[config.mk]
export PLATFORM = sky130hd
export DESIGN_NAME = servant_uart_tx
export DESIGN_NICKNAME = d
export VERILOG_FILES = /design/src/rtl/servant_uart_tx.sv
export SDC_FILE = /design/constraint.sdc
export NUM_CORES = 1
export LEC_CHECK = 0
export ABC_AREA = 0
export CORE_MARGIN = 2
export CORE_UTILIZATION = 52
export DETAILED_ROUTE_END_ITERATION = 10
export PLACE_DENSITY = 0.79
export SLEW_MARGIN = 20
export SYNTH_ARGS = -nofsm -noshare
export SYNTH_HDL_FRONTEND = slang
export SYNTH_SLANG_ARGS = --single-unit
[constraint.sdc]
create_clock -name i_wb_clk -period 2.9 [get_ports i_wb_clk]
set_input_delay 0.58 -clock i_wb_clk [delete_from_list [all_inputs] [get_ports i_wb_clk]]
set_output_delay 0.58 -clock i_wb_clk [all_outputs]
set_load 0.01 [all_outputs]
[src/rtl/servant_uart_tx.sv]
// servant_uart_tx: Wishbone-slave 8N1 UART transmitter with a small TX FIFO.
//
// Firmware writes whole bytes to TXDATA. It either polls STATUS or enables the
// idle interrupt. Frames are 1 start bit, 8 data bits LSB first and 1 stop
// bit. Each bit lasts CLKS_PER_BIT clocks. Queued bytes go out back-to-back
// with no idle gap between frames.
//
// Ports
//   i_wb_clk   system clock, rising edge
//   i_wb_rst   synchronous reset, active high
//   i_wb_adr   register select: 0 = TXDATA, 1 = STATUS
//   i_wb_dat   write data (TXDATA uses [7:0]; STATUS uses [3] and [4])
//   i_wb_we    write enable
//   i_wb_cyc   bus cycle/strobe
//   o_wb_rdt   read data, valid while o_wb_ack is high, zero otherwise
//   o_wb_ack   single-cycle acknowledge
//   o_tx       serial output, idle high
//   o_irq      level interrupt: irq_en & FIFO empty & transmitter idle
//
// STATUS layout: {27'b0, irq_en, overflow, busy, empty, full}
module servant_uart_tx #(
    parameter int unsigned CLKS_PER_BIT = 278,
    parameter int unsigned FIFO_DEPTH   = 4
) (
    input  logic        i_wb_clk,
    input  logic        i_wb_rst,
    input  logic        i_wb_adr,
    input  logic [31:0] i_wb_dat,
    input  logic        i_wb_we,
    input  logic        i_wb_cyc,
    output logic [31:0] o_wb_rdt,
    output logic        o_wb_ack,
    output logic        o_tx,
    output logic        o_irq
);

    localparam int unsigned AW = $clog2(FIFO_DEPTH);
    localparam int unsigned BW = (CLKS_PER_BIT > 1) ? $clog2(CLKS_PER_BIT) : 1;

    localparam logic [BW-1:0] BAUD_LAST  = BW'(CLKS_PER_BIT - 1);
    localparam logic [AW:0]   FULL_COUNT = (AW + 1)'(FIFO_DEPTH);
    localparam logic [AW:0]   COUNT_ONE  = (AW + 1)'(1);
    localparam logic [AW-1:0] PTR_ONE    = AW'(1);
    localparam logic [BW-1:0] BAUD_ONE   = BW'(1);

    localparam logic [1:0] ST_IDLE  = 2'd0;
    localparam logic [1:0] ST_START = 2'd1;
    localparam logic [1:0] ST_DATA  = 2'd2;
    localparam logic [1:0] ST_STOP  = 2'd3;

    logic [1:0]    state_q,    state_d;
    logic [BW-1:0] baud_q,     baud_d;
    logic [2:0]    bit_idx_q,  bit_idx_d;
    logic [7:0]    shift_q,    shift_d;
    logic [7:0]    mem_q [FIFO_DEPTH];
    logic [7:0]    mem_d [FIFO_DEPTH];
    logic [AW-1:0] wr_ptr_q,   wr_ptr_d;
    logic [AW-1:0] rd_ptr_q,   rd_ptr_d;
    logic [AW:0]   count_q,    count_d;
    logic          overflow_q, overflow_d;
    logic          irq_en_q,   irq_en_d;
    logic          ack_q,      ack_d;
    logic [31:0]   rdt_q,      rdt_d;
    logic          tx_q,       tx_d;
    logic          irq_q,      irq_d;

    logic access, txdata_wr, status_wr, status_rd;
    logic fifo_empty, fifo_full, busy, baud_end;
    logic push, pop;
    logic unused_dat;

    // Only the byte lane and the two STATUS control bits carry meaning.
    assign unused_dat = ^i_wb_dat[31:8];

    assign access     = i_wb_cyc & ~ack_q;
    assign txdata_wr  = access & i_wb_we & ~i_wb_adr;
    assign status_wr  = access & i_wb_we & i_wb_adr;
    assign status_rd  = access & ~i_wb_we & i_wb_adr;
    assign fifo_empty = (count_q == '0);
    assign fifo_full  = (count_q == FULL_COUNT);
    assign busy       = (state_q != ST_IDLE);
    assign baud_end   = (baud_q == BAUD_LAST);

    // Transmit FSM. The pop decision feeds the FIFO so that a full FIFO
    // can accept a write on the same edge that a frame start drains it.
    always_comb begin
        pop       = 1'b0;
        state_d   = state_q;
        baud_d    = baud_q;
        bit_idx_d = bit_idx_q;
        shift_d   = shift_q;
        case (state_q)
            ST_IDLE: begin
                if (!fifo_empty) begin
                    pop     = 1'b1;
                    shift_d = mem_q[rd_ptr_q];
                    state_d = ST_START;
                    baud_d  = '0;
                end
            end
            ST_START: begin
                if (baud_end) begin
                    state_d   = ST_DATA;
                    baud_d    = '0;
                    bit_idx_d = '0;
                end else begin
                    baud_d = baud_q + BAUD_ONE;
                end
            end
            ST_DATA: begin
                if (baud_end) begin
                    baud_d  = '0;
                    shift_d = {1'b0, shift_q[7:1]};
                    if (bit_idx_q == 3'd7) begin
                        state_d = ST_STOP;
                    end else begin
                        bit_idx_d = bit_idx_q + 3'd1;
                    end
                end else begin
                    baud_d = baud_q + BAUD_ONE;
                end
            end
            ST_STOP: begin
                if (baud_end) begin
                    baud_d = '0;
                    if (!fifo_empty) begin
                        pop     = 1'b1;
                        shift_d = mem_q[rd_ptr_q];
                        state_d = ST_START;
                    end else begin
                        state_d = ST_IDLE;
                    end
                end else begin
                    baud_d = baud_q + BAUD_ONE;
                end
            end
            default: state_d = ST_IDLE;
        endcase
    end

    // FIFO and register file.
    always_comb begin
        push       = txdata_wr & (~fifo_full | pop);
        mem_d      = mem_q;
        wr_ptr_d   = wr_ptr_q;
        rd_ptr_d   = rd_ptr_q;
        count_d    = count_q;
        overflow_d = overflow_q;
        irq_en_d   = irq_en_q;

        if (push) begin
            mem_d[wr_ptr_q] = i_wb_dat[7:0];
            wr_ptr_d        = wr_ptr_q + PTR_ONE;
        end
        if (pop) begin
            rd_ptr_d = rd_ptr_q + PTR_ONE;
        end
        case ({push, pop})
            2'b10:   count_d = count_q + COUNT_ONE;
            2'b01:   count_d = count_q - COUNT_ONE;
            default: count_d = count_q;
        endcase

        if (txdata_wr && fifo_full && !pop) begin
            overflow_d = 1'b1;
        end else if (status_wr && i_wb_dat[3]) begin
            overflow_d = 1'b0;
        end
        if (status_wr) begin
            irq_en_d = i_wb_dat[4];
        end
    end

    // Bus response, line driver and interrupt.
    always_comb begin
        ack_d = i_wb_cyc & ~ack_q;
        rdt_d = '0;
        if (status_rd) begin
            rdt_d = {27'b0, irq_en_q, overflow_q, busy, fifo_empty, fifo_full};
        end
        // o_tx is registered from the next-state values so that the line
        // changes on the same edge the FSM does.
        case (state_d)
            ST_START: tx_d = 1'b0;
            ST_DATA:  tx_d = shift_d[0];
            default:  tx_d = 1'b1;
        endcase
        irq_d = irq_en_q & fifo_empty & ~busy;
    end

    always_ff @(posedge i_wb_clk) begin
        if (i_wb_rst) begin
            state_q    <= ST_IDLE;
            baud_q     <= '0;
            bit_idx_q  <= '0;
            shift_q    <= '0;
            for (int unsigned i = 0; i < FIFO_DEPTH; i++) begin
                mem_q[i] <= '0;
            end
            wr_ptr_q   <= '0;
            rd_ptr_q   <= '0;
            count_q    <= '0;
            overflow_q <= 1'b0;
            irq_en_q   <= 1'b0;
            ack_q      <= 1'b0;
            rdt_q      <= '0;
            tx_q       <= 1'b1;
            irq_q      <= 1'b0;
        end else begin
            state_q    <= state_d;
            baud_q     <= baud_d;
            bit_idx_q  <= bit_idx_d;
            shift_q    <= shift_d;
            mem_q      <= mem_d;
            wr_ptr_q   <= wr_ptr_d;
            rd_ptr_q   <= rd_ptr_d;
            count_q    <= count_d;
            overflow_q <= overflow_d;
            irq_en_q   <= irq_en_d;
            ack_q      <= ack_d;
            rdt_q      <= rdt_d;
            tx_q       <= tx_d;
            irq_q      <= irq_d;
        end
    end

    assign o_wb_ack = ack_q;
    assign o_wb_rdt = rdt_q;
    assign o_tx     = tx_q;
    assign o_irq    = irq_q;

endmodule

==> metrics, run 1 <==
status=complete, no violations; first-pass GRT wire length=between 10000 and 15000 um; Die ar.=about 0.008 mm^2; Syn Inst Count=slightly above 400; pwr/cell area=just over 600 mW/mm^2; worst r2r path cells=9; root buffer cell=clkbuf_8; Buffers on Ports=20; Async SR Flop Fraction=0%; worst hold path type=flip-flop to flip-flop; Residual DRC=0; antenna-violating nets left=0; hold_buf cts=0; CTS Buf Count=9; total grt overflow=0; Seq/Total Area, Yosys=a little under two fifths; Fin. Hold Viols=0; antenna violations before repair=0; CP required=3.15 ns; Synth top cells by count=71 x dfxtp_1, 70 x nor2_1, 35 x mux2i_1, 31 x nand2_1, 29 x buf_4; synthesis-to-layout area growth=9.04%; syn avg cell area=9.34 um^2; TritonCTS clock tree=yes; area leader, netlist=dfxtp_1; PnR Total Power=2.52 mW; Leak=1.53 nW; Worst-Margin Slew=0.570 ns; setup tns final=0 ns; Global Route Usage Sum=19.7%; skew final=0.0125 ns; RSZ-0062 raised after global routing=false; CP max FO=11; Slowest-stage cell, CP=ha_1; die width=roughly 89 um; max incr delay on CP=about 0.42 ns; wire length per cell=between 10 and 15 um; clk slew on worst S/H paths=around 0.090 ns; crit path launch type=flip-flop; overall via count from detail_route=roughly 2800; Yosys top cell area share=between 30% and 40%; Top Ports=72; family with the most delay on the worst path=adder cells; placed cell count=509; drt total wl=just over 7000 um; #FFs+latches synth=slightly above 70; Hold Path Origin=bit_idx_q[1]$_SDFFE_PP0P_; synth warn=0; Post-synth EDFFs=0; clk_lat worst skew=0.36 ns; Worst R2R End=count_q[2]$_SDFFE_PP0P_; worst reg-to-reg setup slack=between 0.3 and 0.4 ns; Final HPWL DP=between 4000 and 5000 um; Max-Cap Viols=0; peak supply drop=approximately 0.34 mV; crit path from=state_q[1]$_SDFF_PP0_; Post-Synthesis Cell Area=~0.0038 mm^2; fmax=around 0.4 GHz; Cell Chain, Critical Path=inv_1 -> ha_1 -> a31o_2 -> and3_4 -> inv_1 -> fa_1 -> nor3_1 -> a22oi_1 -> mux2_1; Reg-to-Reg Start=state_q[1]$_SDFF_PP0_; Cell variety after synth=52; maximum clock path buffer count=2; share of post-route cells with drive strength above 1=between 10% and 20%; top post-synthesis cells by area=dfxtp_1 38%, mux2i_1 9.3%, nor2_1 7.0%, buf_4 5.8%, ha_1 5.0%; top-count cell post-synth=dfxtp_1; critical path type=flip-flop to flip-flop; Sinks on Clock Net=71; H-Tree Depth=3; Final Critical Period=roughly 2.5 ns; final slew viol count=0; area of the core=~0.007 mm^2; vias in the first global route=between 2000 and 3000; Finish-stage setup viols=0; largest net degree at the start of global routing=39; die height=89.1 um; Vias/cell=~5.3; Worst EP arrival=2.75 ns; Min-Delay Endpoint=bit_idx_q[1]$_SDFFE_PP0P_; CP Buf/Inv Count=2; Row Count=31; Finished Layout Cells=525; DRT iter0 DRCs=181; Ant. Diodes=0; drt pass-1 iters=5; CP most frequent cell=inv_1; Placer Congestion=a little over 0.8; CP Capture Type=flip-flop; PostCTS Resize Cnt=0; main flop type after synthesis=dfxtp_1; Initial Util=between 50% and 60%; Post-CTS Setup Bufs=0; hold depth=2; period utilisation layout=between 80% and 90%; final net count=474; Max-Slew Margin vs Limit=between 60% and 70%
where the power goes:
group / total [mW] / switching (mW) / leakage [nW] / internal [mW]
sequential: 1.08 / 0.0515 / 0.574 / 1.03
combinational: 0.683 / 0.427 / 0.867 / 0.256
clock: 0.751 / 0.423 / 0.0892 / 0.328
total: 2.52 / 0.902 / 1.53 / 1.61
layout make-up:
| cell class | count | area, um^2 |
|---|---|---|
| Clock inverter | 7 | 61.3 |
| Timing Repair Buffer | 27 | 248 |
| Inverter | 10 | 37.5 |
| Fill cell | 620 | 3030 |
| Multi-Input combinational cell | 302 | 2090 |
| Sequential cell | 71 | 1420 |
| Tap cell | 99 | 124 |
| Clock buffer | 9 | 124 |
state kept, by name (all words and copies together), names as in the netlist, 2 cells and up:
register	cells
wr_ptr_q	2
state_q	2
rd_ptr_q	2
baud_q	9
shift_q	8
count_q	3
bit_idx_q	3
mem_q	32
o_wb_rdt	5
layout by cell type (no fill, tap or decap), drive strengths merged, types with 9 or more instances in the layout:
master / n
dfxtp: 71
nor2: 70
mux2i: 35
nand2: 32
conb: 27
clkdlybuf4s50: 19
o21ai: 17
ha: 15
inv: 15
a21oi: 12
nand3: 9
clkbuf: 9
routing by layer:
metal	global-route usage, %	vias to the layer above	share of wire, %
met5	0	-	0
met2	33.0	62	49
li1	-	1402	-
met3	5.08	11	4.2
met1	24.5	1287	45
met4	7.33	0	1.4
tightest hold or removal path, stage by stage, from the launching register on:
cell	delay [ns]
dfxtp_1	0.32
nand2_1	0.05
a21oi_1	0.05
per-stage QoR:
step	worst slack (ns)	hold WS [ns]	cell area [um^2]	util, %
final	0.399	0.461	4100	57.5
after global routing	0.220	0.488	4100	57.5
after CTS	0.413	0.469	4100	57.5
after detailed placement	0.188	0.450	3920	54.9
after global placement	0.217	0.443	3920	54.9
after floorplan	0.470	0.431	3860	-
kinds of logic (layout without fill, tap and decap cells):
logic type	count (synthesis)	in the layout	share of synthesized area, %
AOI/OAI and AO/OA	59	59	12.3
muxes	46	46	15.0
DFF	71	71	37.8
other	1	27	0.0996
adders and majority gates	16	16	5.52
buffers and inverters	56	53	9.34
and+or+nand+nor	151	151	19.3
xor gates and xnor gates	3	3	0.698
how the worst max path moves through the flow:
stage,to,slack [ns],cells after the start
2_1_floorplan,count_q[2]$_SDFFE_PP0P_,0.47,9
3_3_place_gp,count_q[2]$_SDFFE_PP0P_,0.22,9
3_5_place_dp,count_q[2]$_SDFFE_PP0P_,0.19,9
4_1_cts,count_q[2]$_SDFFE_PP0P_,0.41,9
5_1_grt,count_q[2]$_SDFFE_PP0P_,0.22,9
6_report,count_q[2]$_SDFFE_PP0P_,0.40,9
Power figures use the tool's default switching activity.
==> run 2: changes to the inputs <==
Settings changed: CAP_MARGIN set to 20.
==> results of run 2 <==
Same layout as run 1: the final DEF is identical, and so are final timing and power.
==> run 3: changes to the inputs <==
Settings changed: CORE_MARGIN 2 to not set.
==> run 3 against run 2 <==
Against the previous run:
- hold slack lost 0.0037 ns
- critical path depth stayed put
- clock skew is 0.0042 ns lower
- final area up 0.43%
- total power increased by 1.8%
- sequential cell count unchanged
- combinational power increased by 4.8%
- via count is 1.2% higher
- global-route usage is 1.8 points higher
- critical path type unchanged
- largest cell class unchanged
- largest power group unchanged
==> metrics, run 3 (synthesized netlist as in run 1, its figures left out) <==
setup tns final=0 ns (unchanged); # fillers=604 (was 620); drt pass-1 iters=5 (unchanged); Comb power frac=27.9% (was 27.2%); die height=87.1 um (was 89.1 um); CP required=3.12 ns (was 3.15 ns); CTS Buf Count=9 (unchanged); crit path launch type=flip-flop (unchanged); Max-Cap Viols=0 (unchanged); RSZ-0062 raised after global routing=false (unchanged); wire length on met3=299 um (was 298 um); commonest cells after routing, fill and taps aside=71 x dfxtp_1, 70 x nor2_1, 35 x mux2i_1 (unchanged); H-Tree Depth=3 (unchanged); area of the core=0.00691 mm^2 (was 0.00714 mm^2); wire length per cell=14.0 um (was 13.6 um); Hold Path Origin=bit_idx_q[2]$_SDFFE_PP0P_ (was bit_idx_q[1]$_SDFFE_PP0P_); fmax=0.387 GHz (was 0.400 GHz); CP max FO=8 (was 11); Largest register FFs=32 (unchanged); clk_lat worst skew=0.34 ns (was 0.36 ns); Top Metal Used=met4 (unchanged); status=complete, no violations (unchanged); drt total wl=7340 um (was 7120 um); commonest non-fill, non-tap cell in the layout=dfxtp_1 (unchanged); pwr/cell area=622 mW/mm^2 (was 613 mW/mm^2); synthesis-to-layout area growth=9.51% (was 9.04%); PostCTS Resize Cnt=0 (unchanged); Worst-Margin Slew=0.573 ns (was 0.570 ns); skew final=0.00827 ns (was 0.0125 ns); total grt overflow=0 (unchanged); Slowest-stage cell, CP=and4bb_1 (was ha_1); DRT iter0 DRCs=142 (was 181); family with the most delay on the worst path=simple AND/OR/NAND/NOR gates (was adder cells); first-pass GRT wire length=12600 um (was 12000 um); final net count=476 (was 474); die width=87.1 um (was 89.1 um); M1 wire length=3370 um (was 3230 um); Initial Util=54.5% (was 52.7%); Net Sw Frac=32.8% (was 35.9%); Finish-stage setup viols=0 (unchanged); Top Ports=72 (unchanged); hold_buf cts=0 (unchanged); Sinks on Clock Net=71 (unchanged); CP Buf/Inv Count=1 (was 2); biggest regs=mem_q x32, baud_q x9, shift_q x8 (unchanged); Buffers on Ports=20 (unchanged); Final Critical Period=2.59 ns (was 2.50 ns); Cell Chain, Critical Path=ha_1 -> and4bb_1 -> a31o_2 -> and3_4 -> inv_1 -> fa_1 -> nor3_1 -> a22oi_1 -> mux2_1 (was inv_1 -> ha_1 -> a31o_2 -> and3_4 -> inv_1 -> fa_1 -> nor3_1 -> a22oi_1 -> mux2_1); Vias/cell=5.33 (was 5.26); Leak=1.55 nW (was 1.53 nW); Reg-to-Reg Start=baud_q[0]$_SDFFE_PP0P_ (was state_q[1]$_SDFF_PP0_); root buffer cell=clkbuf_8 (unchanged); Post-CTS Setup Bufs=0 (unchanged); final slew viol count=0 (unchanged); vias in the first global route=2670 (was 2640); peak supply drop=0.380 mV (was 0.344 mV); Sw Pwr=0.841 mW (was 0.902 mW); worst hold path type=flip-flop to flip-flop (unchanged); crit path from=baud_q[0]$_SDFFE_PP0P_ (was state_q[1]$_SDFF_PP0_); fin area=0.00412 mm^2 (was 0.00410 mm^2); most flop-heavy register=mem_q (unchanged); Global Route Usage Sum=21.5% (was 19.7%); Worst EP arrival=2.81 ns (was 2.75 ns); Clock Power Share=30.1% (was 29.9%); largest net degree at the start of global routing=35 (was 39); sequential share of power=41.9% (was 43.0%); Post-DP Area=0.00393 mm^2 (was 0.00392 mm^2); Int Pwr=1.72 mW (was 1.61 mW); maximum clock path buffer count=2 (unchanged); Met2 Routed Length=3550 um (was 3490 um); Placer Congestion=0.788 (was 0.812); Ant. Diodes=0 (unchanged); CP Capture Type=flip-flop (unchanged); Residual DRC=0 (unchanged); max incr delay on CP=0.41 ns (was 0.42 ns); Row Count=30 (was 31); critical path type=flip-flop to flip-flop (unchanged); period utilisation layout=89.2% (was 86.3%); Final HPWL DP=5300 um (was 5000 um); clk slew on worst S/H paths=0.07 ns (was 0.09 ns); share of post-route cells with drive strength above 1=11.0% (was 11.3%); antenna violations before repair=0 (unchanged); Die ar.=0.00758 mm^2 (was 0.00793 mm^2); TritonCTS clock tree=yes (unchanged); Max-Slew Margin vs Limit=61.8% (was 62.0%); overall via count from detail_route=2794 (was 2762); antenna-violating nets left=0 (unchanged); Fin. Hold Viols=0 (unchanged)
## run 3: cell types whose count changed in the layout (fill, tap and decap cells not counted), sizes merged
cell,previous run,this run
clkbuf,9,13
inv,15,10
buf,8,10
clkinvlp,2,1
bufinv,0,1
clkinv,0,1
## run 3: area by class of cell
type                    count  area, um^2  area share (%)
clock buffers              13         149            3.61
clock inverters             3        42.5            1.03
inverters                  10        37.5           0.911
multi-input cells         302        2090            50.7
flip-flops and latches     71        1420            34.5
well taps                  96         120            2.91
repair buffers             29         263            6.38
## run 3: worst paths after layout
path                                             endpoint  slack, ns  cells past startpoint
worst min-delay path            bit_idx_q[2]$_SDFFE_PP0P_       0.46                      2
worst max register to register    count_q[2]$_SDFFE_PP0P_       0.31                      9
worst max-delay path              count_q[2]$_SDFFE_PP0P_       0.31                      9
worst min register to register  bit_idx_q[2]$_SDFFE_PP0P_       0.46                      2
## run 3: worst register-to-register path: cells and delay by family, from the launching register on
kind	cells	cell delay [ns]
buffers and inverters	1	0.05
AOI/OAI and AO/OA	2	0.35
and+or+nand+nor	3	0.80
DFF	1	0.40
muxes	1	0.33
adders and majority gates	2	0.55
## run 3: power groups by stage
stage | clock, mW | sequential [mW] | combinational (mW)
after CTS | 0.793 | 1.07 | 0.714
after floorplan | 0 | 1.09 | 0.558
after global placement | 0 | 1.09 | 0.691
after global routing | 0.835 | 1.08 | 0.801
after detailed placement | 0 | 1.09 | 0.711
final | 0.772 | 1.07 | 0.716
## run 3: per-stage QoR
stage | std cells | worst slack [ns] | utilization, % | power [mW] | hold slack [ns]
4_1_cts | 524 | 0.323 | 59.7 | 2.58 | 0.462
6_report | 524 | 0.313 | 59.7 | 2.56 | 0.457
2_1_floorplan | 429 | 0.470 | - | 1.64 | 0.431
3_3_place_gp | 508 | 0.187 | 56.9 | 1.78 | 0.444
5_1_grt | 524 | 0.133 | 59.7 | 2.72 | 0.494
3_5_place_dp | 508 | 0.115 | 56.9 | 1.81 | 0.454
## run 3: layer usage
| metal | vias to the layer above | GRT usage, % |
|---|---|---|
| met4 | 0 | 8.18 |
| met1 | 1314 | 27.1 |
| met5 | - | 0 |
| met3 | 12 | 4.93 |
| li1 | 1397 | - |
| met2 | 71 | 35.9 |
